[src/rtl/xb_mem8_arbiter.sv]
// rtl/xb_mem8_arbiter.sv - mem_8 seekable stream backing bank shared with one local requester
//
// Purpose: backs the host mem_8 write/read stream pair with a DEPTH x 8
// register bank. The bank has a single access port per cycle, which is shared
// by the host sequencer and one local fabric requester.
//
// Optional feature macro: XB_MEM8_WRAP_EN
//   defined   - the host pointer wraps modulo DEPTH, eof is tied 0 and no host
//               write is discarded.
//   undefined - the pointer saturates at DEPTH, writes at ptr>=DEPTH are
//               dropped and eof is raised at DEPTH.
//
// Ports:
//   bus_clk_w                 clock
//   trn_reset_n_w             asynchronous active-low reset
//   user_mem_8_addr_w         host seek address
//   user_mem_8_addr_update_w  load the seek address
//   user_w_mem_8_*            host write stream: open, wren, data in; full out
//   user_r_mem_8_*            host read stream: open, rden in; data, empty, eof out
//   loc_req_w / loc_we_w      local request (held until grant) and direction
//   loc_addr_w / loc_wdata_w  local address and write byte
//   loc_gnt_w                 single-cycle grant; the access happens in that cycle
//   loc_rdata_w / loc_rvalid_w  local read data, valid one cycle after a read grant
module xb_mem8_arbiter #(
  parameter int DEPTH = 32,
  parameter int AW    = 5
) (
  input  logic          bus_clk_w,
  input  logic          trn_reset_n_w,
  input  logic [AW-1:0] user_mem_8_addr_w,
  input  logic          user_mem_8_addr_update_w,
  input  logic          user_w_mem_8_open_w,
  input  logic          user_w_mem_8_wren_w,
  input  logic [7:0]    user_w_mem_8_data_w,
  output logic          user_w_mem_8_full_w,
  input  logic          user_r_mem_8_open_w,
  input  logic          user_r_mem_8_rden_w,
  output logic [7:0]    user_r_mem_8_data_w,
  output logic          user_r_mem_8_empty_w,
  output logic          user_r_mem_8_eof_w,
  input  logic          loc_req_w,
  input  logic          loc_we_w,
  input  logic [AW-1:0] loc_addr_w,
  input  logic [7:0]    loc_wdata_w,
  output logic          loc_gnt_w,
  output logic [7:0]    loc_rdata_w,
  output logic          loc_rvalid_w
);

  typedef enum logic [2:0] {S_IDLE, S_WCOMMIT, S_FETCH, S_VALID, S_EOF} state_t;

  localparam logic [AW:0] PTR_ONE = (AW+1)'(1);

  // Reset asserts asynchronously, releases on a clock edge.
  logic rst_meta_q, rst_n_sync;
  always_ff @(posedge bus_clk_w or negedge trn_reset_n_w) begin
    if (!trn_reset_n_w) begin
      rst_meta_q <= 1'b0;
      rst_n_sync <= 1'b0;
    end else begin
      rst_meta_q <= 1'b1;
      rst_n_sync <= rst_meta_q;
    end
  end

  logic [7:0]    bank_q [DEPTH];
  logic [AW:0]   ptr_q, ptr_d;
  logic          wbuf_vld_q, wbuf_vld_d;
  logic [AW-1:0] wbuf_addr_q, wbuf_addr_d;
  logic [7:0]    wbuf_data_q, wbuf_data_d;
  state_t        state_q, state_d;
  logic [7:0]    rd_data_q, rd_data_d;
  logic          tok_q, tok_d;             // 0 = host owns the next contested grant
  logic [7:0]    loc_rdata_q, loc_rdata_d;
  logic          loc_rvalid_q, loc_rvalid_d;

  logic          r_open, pf_vld, w_acc, r_acc, in_range, eof_hit;
  logic [AW:0]   ptr_inc;
  logic          h_wreq, h_rreq, h_req, l_req, h_gnt, l_gnt, contested;
  logic          bw_en, inval;
  logic [AW-1:0] bw_addr;
  logic [7:0]    bw_data;

  assign r_open = user_r_mem_8_open_w;
  assign pf_vld = (state_q == S_FETCH) || (state_q == S_VALID);
  assign w_acc  = user_w_mem_8_wren_w & ~wbuf_vld_q & user_w_mem_8_open_w;
  assign r_acc  = user_r_mem_8_rden_w & pf_vld & r_open;

`ifdef XB_MEM8_WRAP_EN
  assign in_range = 1'b1;
  assign ptr_inc  = {1'b0, ptr_q[AW-1:0] + PTR_ONE[AW-1:0]};
  assign eof_hit  = 1'b0;
`else
  localparam logic [AW:0] PTR_END = (AW+1)'(DEPTH);
  assign in_range = (ptr_q < PTR_END);
  assign ptr_inc  = in_range ? ptr_q + PTR_ONE : ptr_q;
  assign eof_hit  = (ptr_q == PTR_END) & r_open;
`endif

  // A prefetch is not started while the pointer is being moved this cycle,
  // otherwise the fetched byte would belong to the old pointer.
  assign h_wreq    = wbuf_vld_q;
  assign h_rreq    = (state_q == S_IDLE) & ~wbuf_vld_q & r_open & in_range &
                     ~user_mem_8_addr_update_w & ~w_acc;
  assign h_req     = h_wreq | h_rreq;
  assign l_req     = loc_req_w;
  assign contested = h_req & l_req;
  assign l_gnt     = rst_n_sync & l_req & (~h_req | tok_q);
  assign h_gnt     = rst_n_sync & h_req & ~l_gnt;

  assign bw_en   = (h_gnt & h_wreq) | (l_gnt & loc_we_w);
  assign bw_addr = l_gnt ? loc_addr_w  : wbuf_addr_q;
  assign bw_data = l_gnt ? loc_wdata_w : wbuf_data_q;
  // While a prefetch is held the pointer still addresses the prefetched byte.
  assign inval   = bw_en & (bw_addr == ptr_q[AW-1:0]);

  always_comb begin
    ptr_d        = ptr_q;
    wbuf_vld_d   = wbuf_vld_q;
    wbuf_addr_d  = wbuf_addr_q;
    wbuf_data_d  = wbuf_data_q;
    rd_data_d    = rd_data_q;
    tok_d        = tok_q;
    loc_rdata_d  = loc_rdata_q;
    loc_rvalid_d = l_gnt & ~loc_we_w;

    if (user_mem_8_addr_update_w) ptr_d = {1'b0, user_mem_8_addr_w};
    else if (w_acc | r_acc)       ptr_d = ptr_inc;

    if (h_gnt & h_wreq) wbuf_vld_d = 1'b0;
    if (w_acc & in_range) begin
      wbuf_vld_d  = 1'b1;
      wbuf_addr_d = ptr_q[AW-1:0];
      wbuf_data_d = user_w_mem_8_data_w;
    end

    if (h_gnt & h_rreq)       rd_data_d   = bank_q[ptr_q[AW-1:0]];
    if (l_gnt & ~loc_we_w)    loc_rdata_d = bank_q[loc_addr_w];
    if (contested)            tok_d       = ~tok_q;
  end

  always_comb begin
    state_d = state_q;
    case (state_q)
      S_IDLE: begin
        if (wbuf_vld_q)                                 state_d = h_gnt ? S_IDLE : S_WCOMMIT;
        else if (eof_hit & ~user_mem_8_addr_update_w)   state_d = S_EOF;
        else if (h_gnt)                                 state_d = S_FETCH;
      end
      S_WCOMMIT: if (h_gnt) state_d = S_IDLE;
      S_FETCH, S_VALID: begin
        if (user_mem_8_addr_update_w | r_acc | w_acc | inval | ~r_open) state_d = S_IDLE;
        else                                                            state_d = S_VALID;
      end
      S_EOF:   if (user_mem_8_addr_update_w) state_d = S_IDLE;
      default: state_d = S_IDLE;
    endcase
  end

  always_ff @(posedge bus_clk_w or negedge rst_n_sync) begin
    if (!rst_n_sync) begin
      for (int i = 0; i < DEPTH; i++) bank_q[i] <= '0;
      ptr_q        <= '0;
      wbuf_vld_q   <= 1'b0;
      wbuf_addr_q  <= '0;
      wbuf_data_q  <= '0;
      state_q      <= S_IDLE;
      rd_data_q    <= '0;
      tok_q        <= 1'b0;
      loc_rdata_q  <= '0;
      loc_rvalid_q <= 1'b0;
    end else begin
      if (bw_en) bank_q[bw_addr] <= bw_data;
      ptr_q        <= ptr_d;
      wbuf_vld_q   <= wbuf_vld_d;
      wbuf_addr_q  <= wbuf_addr_d;
      wbuf_data_q  <= wbuf_data_d;
      state_q      <= state_d;
      rd_data_q    <= rd_data_d;
      tok_q        <= tok_d;
      loc_rdata_q  <= loc_rdata_d;
      loc_rvalid_q <= loc_rvalid_d;
    end
  end

  assign user_w_mem_8_full_w  = wbuf_vld_q;
  assign user_r_mem_8_data_w  = rd_data_q;
  assign user_r_mem_8_empty_w = ~pf_vld;
  assign user_r_mem_8_eof_w   = (state_q == S_EOF);
  assign loc_gnt_w            = l_gnt;
  assign loc_rdata_w          = loc_rdata_q;
  assign loc_rvalid_w         = loc_rvalid_q;

endmodule
[config.mk]
export PLATFORM = sky130hd
export DESIGN_NAME = xb_mem8_arbiter
export DESIGN_NICKNAME = d
export VERILOG_FILES = /design/src/rtl/xb_mem8_arbiter.sv
export SDC_FILE = /design/constraint.sdc
export NUM_CORES = 1
export LEC_CHECK = 0
export CORE_MARGIN = 2
export CORE_UTILIZATION = 60
export DETAILED_ROUTE_END_ITERATION = 6
export GPL_ROUTABILITY_DRIVEN = 0
export GPL_TIMING_DRIVEN = 1
export PLACE_DENSITY = 0.78
export SKIP_LAST_GASP = 1
export SYNTH_ARGS = -nofsm -noshare
export SYNTH_HDL_FRONTEND = slang
export SYNTH_SLANG_ARGS = --single-unit
export TNS_END_PERCENT = 10
[constraint.sdc]
create_clock -name bus_clk_w -period 16.1 [get_ports bus_clk_w]
set_clock_uncertainty 0.2 [all_clocks]
set_input_delay 3.22 -clock bus_clk_w [delete_from_list [all_inputs] [get_ports bus_clk_w]]
set_output_delay 3.22 -clock bus_clk_w [all_outputs]
set_load 0.02 [all_outputs]
; ---- Word level (Yosys, flattened, before mapping)
; Index checks and enable logic that the tools add are counted.
; W data, S select, Z words.
[totals]
in_bits = 35
wordCells = 133
output_inout_bits = 21
register_bits = 299
[op_classes]
add_sub_neg = 1
magnitude_cmp = 5
n_bitwise = 42
eq_ne = 9
mux = 24
n_reduce_logical = 9
[ops]
columns = cell, n
row1 = $bwmux W256, 1
row2 = $bmux W8 S5, 2
row3 = $mux W8, 6
row4 = $demux W8 S5, 1
row5 = $and A1 B1 Y1, 22
row6 = $ge A6 B6 Y1 const B, 3
row7 = $mux W6, 3
row8 = $not A5 Y6, 3
row9 = $mux W3, 5
row10 = $pmux W3 S4, 1
row11 = $not A1 Y1, 9
row12 = $or A1 B1 Y1, 8
row13 = $add A6 B1 Y6 const B, 1
row14 = $eq A3 B2 Y1 const B, 2
row15 = $eq A6 B6 Y1 const B, 1
row16 = $lt A6 B1 Y1 const B, 1
row17 = $lt A6 B6 Y1 const B, 1
row18 = $reduce_bool A2 Y1, 3
row19 = $eq A5 B5 Y1, 1
row20 = $mux W5, 1
row21 = $ne A2 B2 Y1 const B, 2
row22 = $ne A4 B3 Y1 const B, 1
row23 = $eq A3 B1 Y1 const B, 1
row24 = $eq A3 B3 Y1 const B, 1
row25 = 8 further kinds, 10

; ---- Longest topological paths before layout
[logic_depth]
depth_word = 19
mapped_depth = 10
mapped_depth_nobuf = 7

; ---- Worst setup path after synthesis
; No wires, ideal clock.
[synth_path]
path_type = register to output
from = register rst_n_sync
to = output loc_gnt_w
arrival_time_ps = 8228
path_stages_with_launch = 6
setup_slack_ps = 4452
t_required_ps = 12680
n_path_buf = 1
cell_sequence = dfrtp_1 nand2_1 nor2_1 a21oi_2 buf_2 inv_1
[synth_between]
elab_chain_cells = 2
[synth_lines]
columns = item, line
row1 = from (decl), 55  ; logic rst_meta_q, rst_n_sync;
row2 = from (signal assigned), 62  ; rst_n_sync <= rst_meta_q;
row3 = $and A1 B1 Y1 (2 in a row), 108  ; assign l_gnt = rst_n_sync & l_req & (~h_req | tok_q);
row4 = to (decl), 45  ; output logic loc_gnt_w,
; Every way passes these cells.

; ---- Worst setup path after layout
[layout_path]
from = input user_mem_8_addr_update_w
to = output loc_gnt_w
[layout_between]
elab_chain_cells = 7
[layout_lines]
columns = item, line
row1 = from (decl), 31  ; input logic user_mem_8_addr_update_w,
row2 = $not A1 Y1, 104  ; ~user_mem_8_addr_update_w & ~w_acc;
row3 = $and A1 B1 Y1, 103  ; assign h_rreq = (state_q == S_IDLE) & ~wbuf_vld_q & r_open & in_range &
row4 = $and A1 B1 Y1, 104
row5 = $or A1 B1 Y1, 105  ; assign h_req = h_wreq | h_rreq;
row6 = $not A1 Y1, 108
row7 = $or A1 B1 Y1, 108
row8 = $and A1 B1 Y1, 108
; Every way passes these cells.

==> metrics <==
DRC 0; wire per inst 28.0 µm; Area growth syn-to-layout 11.7%; cts-stage hold buffer count 0; RSZ-0062 raised after global routing no; ANT nets after route 0; CP Cell Sequence clkdlybuf4s50_1 > nand2b_1 > or4_1 > a21oi_2 > buf_4 > inv_1 > clkdlybuf4s50_1; Lkg Pwr 7.66 nW; critical path class in2out; core area 25,900 µm²; First-pass DRT Iterations 5; WP data required 12,680 ps; count of state elements after synthesis 299; most frequent cells in the layout dfrtp_1, mux2_2, mux4_2, clkdlybuf4s50_1, clkbuf_16; DP Wirelength 24,600 µm; fin worst setup slack 6980 ps; drt initial violations 1,039; number of antenna violations at the first check in global routing 0; asr flop ratio synth 1.00; CTS Root Cell clkbuf_16; power per standard cell area 172 nW/µm²; clk slew on worst S/H paths 60 ps; die width 166 µm; MaxCap Viol Count 0; CTS tree built; CP startpoint kind input port; IO Count 56; clk sinks 299; Die Area 27,600 µm²; Max Clk Rate 110 MHz; Total GRT Usage 0.294; final wirelength 39,200 µm; pre-CTS WS 6980 ps; family with the most delay on the worst path buffers and inverters; CTS resizes 0; status complete, no violations; min cycle time layout 9120 ps; final setup vio count 0; starting density of the core 0.609; Vias 9,644; Final Slew Violations 0; Post-synth EDFFs 0; final worst-path cycle share 0.566; largest net degree at the start of global routing 177; VDD IR max 0.138 mV; TritonCTS Buffers 31; syn nets 1,054; max-slew headroom at the worst pin 0.207; syn avg cell area 15.5 µm²; post-synth cell types 48; Port Buffer Count 55; commonest non-fill, non-tap cell in the layout dfrtp_1; first-pass GRT wire length 61,600 µm; Vias/cell 6.90; vias in the first global route 9,928; share of cells above drive strength 1 0.500; YS warnings 0; CP endpoint kind output port; Crit path top cell by count clkdlybuf4s50_1; CP Max Fanout 15; GR Overflow Total 0; CP arrival 5700 ps; setup slack, reg-to-reg 11,610 ps; DIE HEIGHT 166 µm; CTS Buffer Depth 3; sequential share of the synthesized area 0.474; postcts setup bufs 0; dominant synthesized flop cell dfrtp_1; row cnt 59; Synth Instances 1,017; Setup TNS 0 ps; H-tree depth 1; pin slew with the least headroom to its limit 1180 ps; fin nets 1,075; slowest cell on the critical path or4_1; Ant. Diodes 0; worst path buffer plus inverter count 4; synthesized area 15,800 µm²; Crit path largest cell delay 630 ps; final hold violation count 0; Clk Latency, worst-skew pair 550 ps; Worst Hold Class reg2reg
==> metal layers <==
layer  wire [µm]  track usage  vias to the layer above
met5           0            0                        -
met4        1210       0.0926                        0
met3        2880       0.0450                      102
met2       18900        0.465                      394
met1       16200        0.431                     5150
li1            -            -                     3998
==> sequential cells by signal (all words and copies together) (netlist names) <==
register,count
state_q,3
rst_meta_q,1
ptr_q,6
loc_rdata_w,8
wbuf_data_q,8
tok_q,1
user_r_mem_8_data_w,8
bank_q,256
rst_n_sync,1
loc_rvalid_w,1
user_w_mem_8_full_w,1
wbuf_addr_q,5
==> cell usage after synthesis, types with 2 or more instances <==
library cell  count  area share
dfrtp_1         299        0.47
mux2_2          266        0.19
mux4_2          160        0.23
clkbuf_1         59       0.014
nand2_1          24      0.0057
mux2i_1          19       0.012
buf_1            17      0.0040
o21ai_0          17      0.0054
nor2_1           16      0.0038
nor2_2           16      0.0063
a21oi_1          15      0.0048
nand3_1          12      0.0038
mux2_1           11      0.0079
nand2_2          10      0.0040
nor3_1           10      0.0032
inv_1             8      0.0019
xnor2_1           6      0.0033
and3_1            5      0.0020
nand2b_1          5      0.0020
a22oi_1           3      0.0014
buf_2             3     0.00095
a2111oi_0         2      0.0011
a21boi_0          2     0.00095
a221o_1           2      0.0013
a221oi_2          2      0.0019
a22o_1            2      0.0011
ha_1              2      0.0016
o21bai_1          2     0.00095
o22ai_1           2     0.00079
or4_1             2     0.00095
==> final timing paths <==
path                                            startpoint                      end  cells past startpoint
max in group asynchronous                    trn_reset_n_w     rst_n_sync$_DFF_PN0_                      1
min reg2reg                           rst_meta_q$_DFF_PN0_     rst_n_sync$_DFF_PN0_                      0
max reg2reg                user_w_mem_8_full_w$_DFFE_PN0P_    bank_q[9]$_DFFE_PN0P_                      8
max                               user_mem_8_addr_update_w                loc_gnt_w                      7
min                                   rst_meta_q$_DFF_PN0_     rst_n_sync$_DFF_PN0_                      0
min in group asynchronous             rst_n_sync$_DFF_PN0_  bank_q[141]$_DFFE_PN0P_                      0
==> worst reg2reg max path, stage by stage, from the launching register on <==
cell     delay [ps]
dfrtp_1         500
or4_1           640
or4_1           740
a21oi_2         210
buf_4           230
mux2i_1         390
nand3_1         290
nor2_2          740
mux2_2          420
==> through the flow <==
step / std cells / hold slack, ps / utilization / instance area (µm²) / power, W
after global placement: 1340 / 137 / 0.639 / 16600 / 0.00224
after detailed placement: 1340 / 143 / 0.639 / 16600 / 0.00230
after CTS: 1397 / 155 / 0.680 / 17600 / 0.00304
after floorplan: 1017 / 131 / - / 15800 / 0.00199
after global routing: 1397 / 167 / 0.680 / 17600 / 0.00318
final: 1397 / 149 / 0.680 / 17600 / 0.00304
==> layout make-up <==
cell class | count | area, µm²
fillers | 1763 | 8290
multi-input cells | 631 | 7970
flip-flops and latches | 299 | 7490
clock buffers | 44 | 925
repair buffers | 67 | 646
well taps | 335 | 419
clock inverters | 13 | 140
inverters | 8 | 30.0
==> cells by family after synthesis <==
group                      Yosys count  share of synthesized area
xor gates and xnor gates             7                    0.00389
buffers and inverters               87                     0.0209
and+or+nand+nor                    108                     0.0359
AOI/OAI and AO/OA                   57                     0.0250
adders and majority gates            2                    0.00159
other                                1                   0.000238
muxes                              456                      0.438
DFF                                299                      0.474
==> where the power goes <==
part           internal [W]  total [W]  switching [W]
logic              0.000593    0.00105       0.000458
registers           0.00103    0.00125       0.000220
clock network      0.000445   0.000741       0.000296
total               0.00207    0.00304       0.000974
Note: power is estimated with default switching activity, not from simulation.
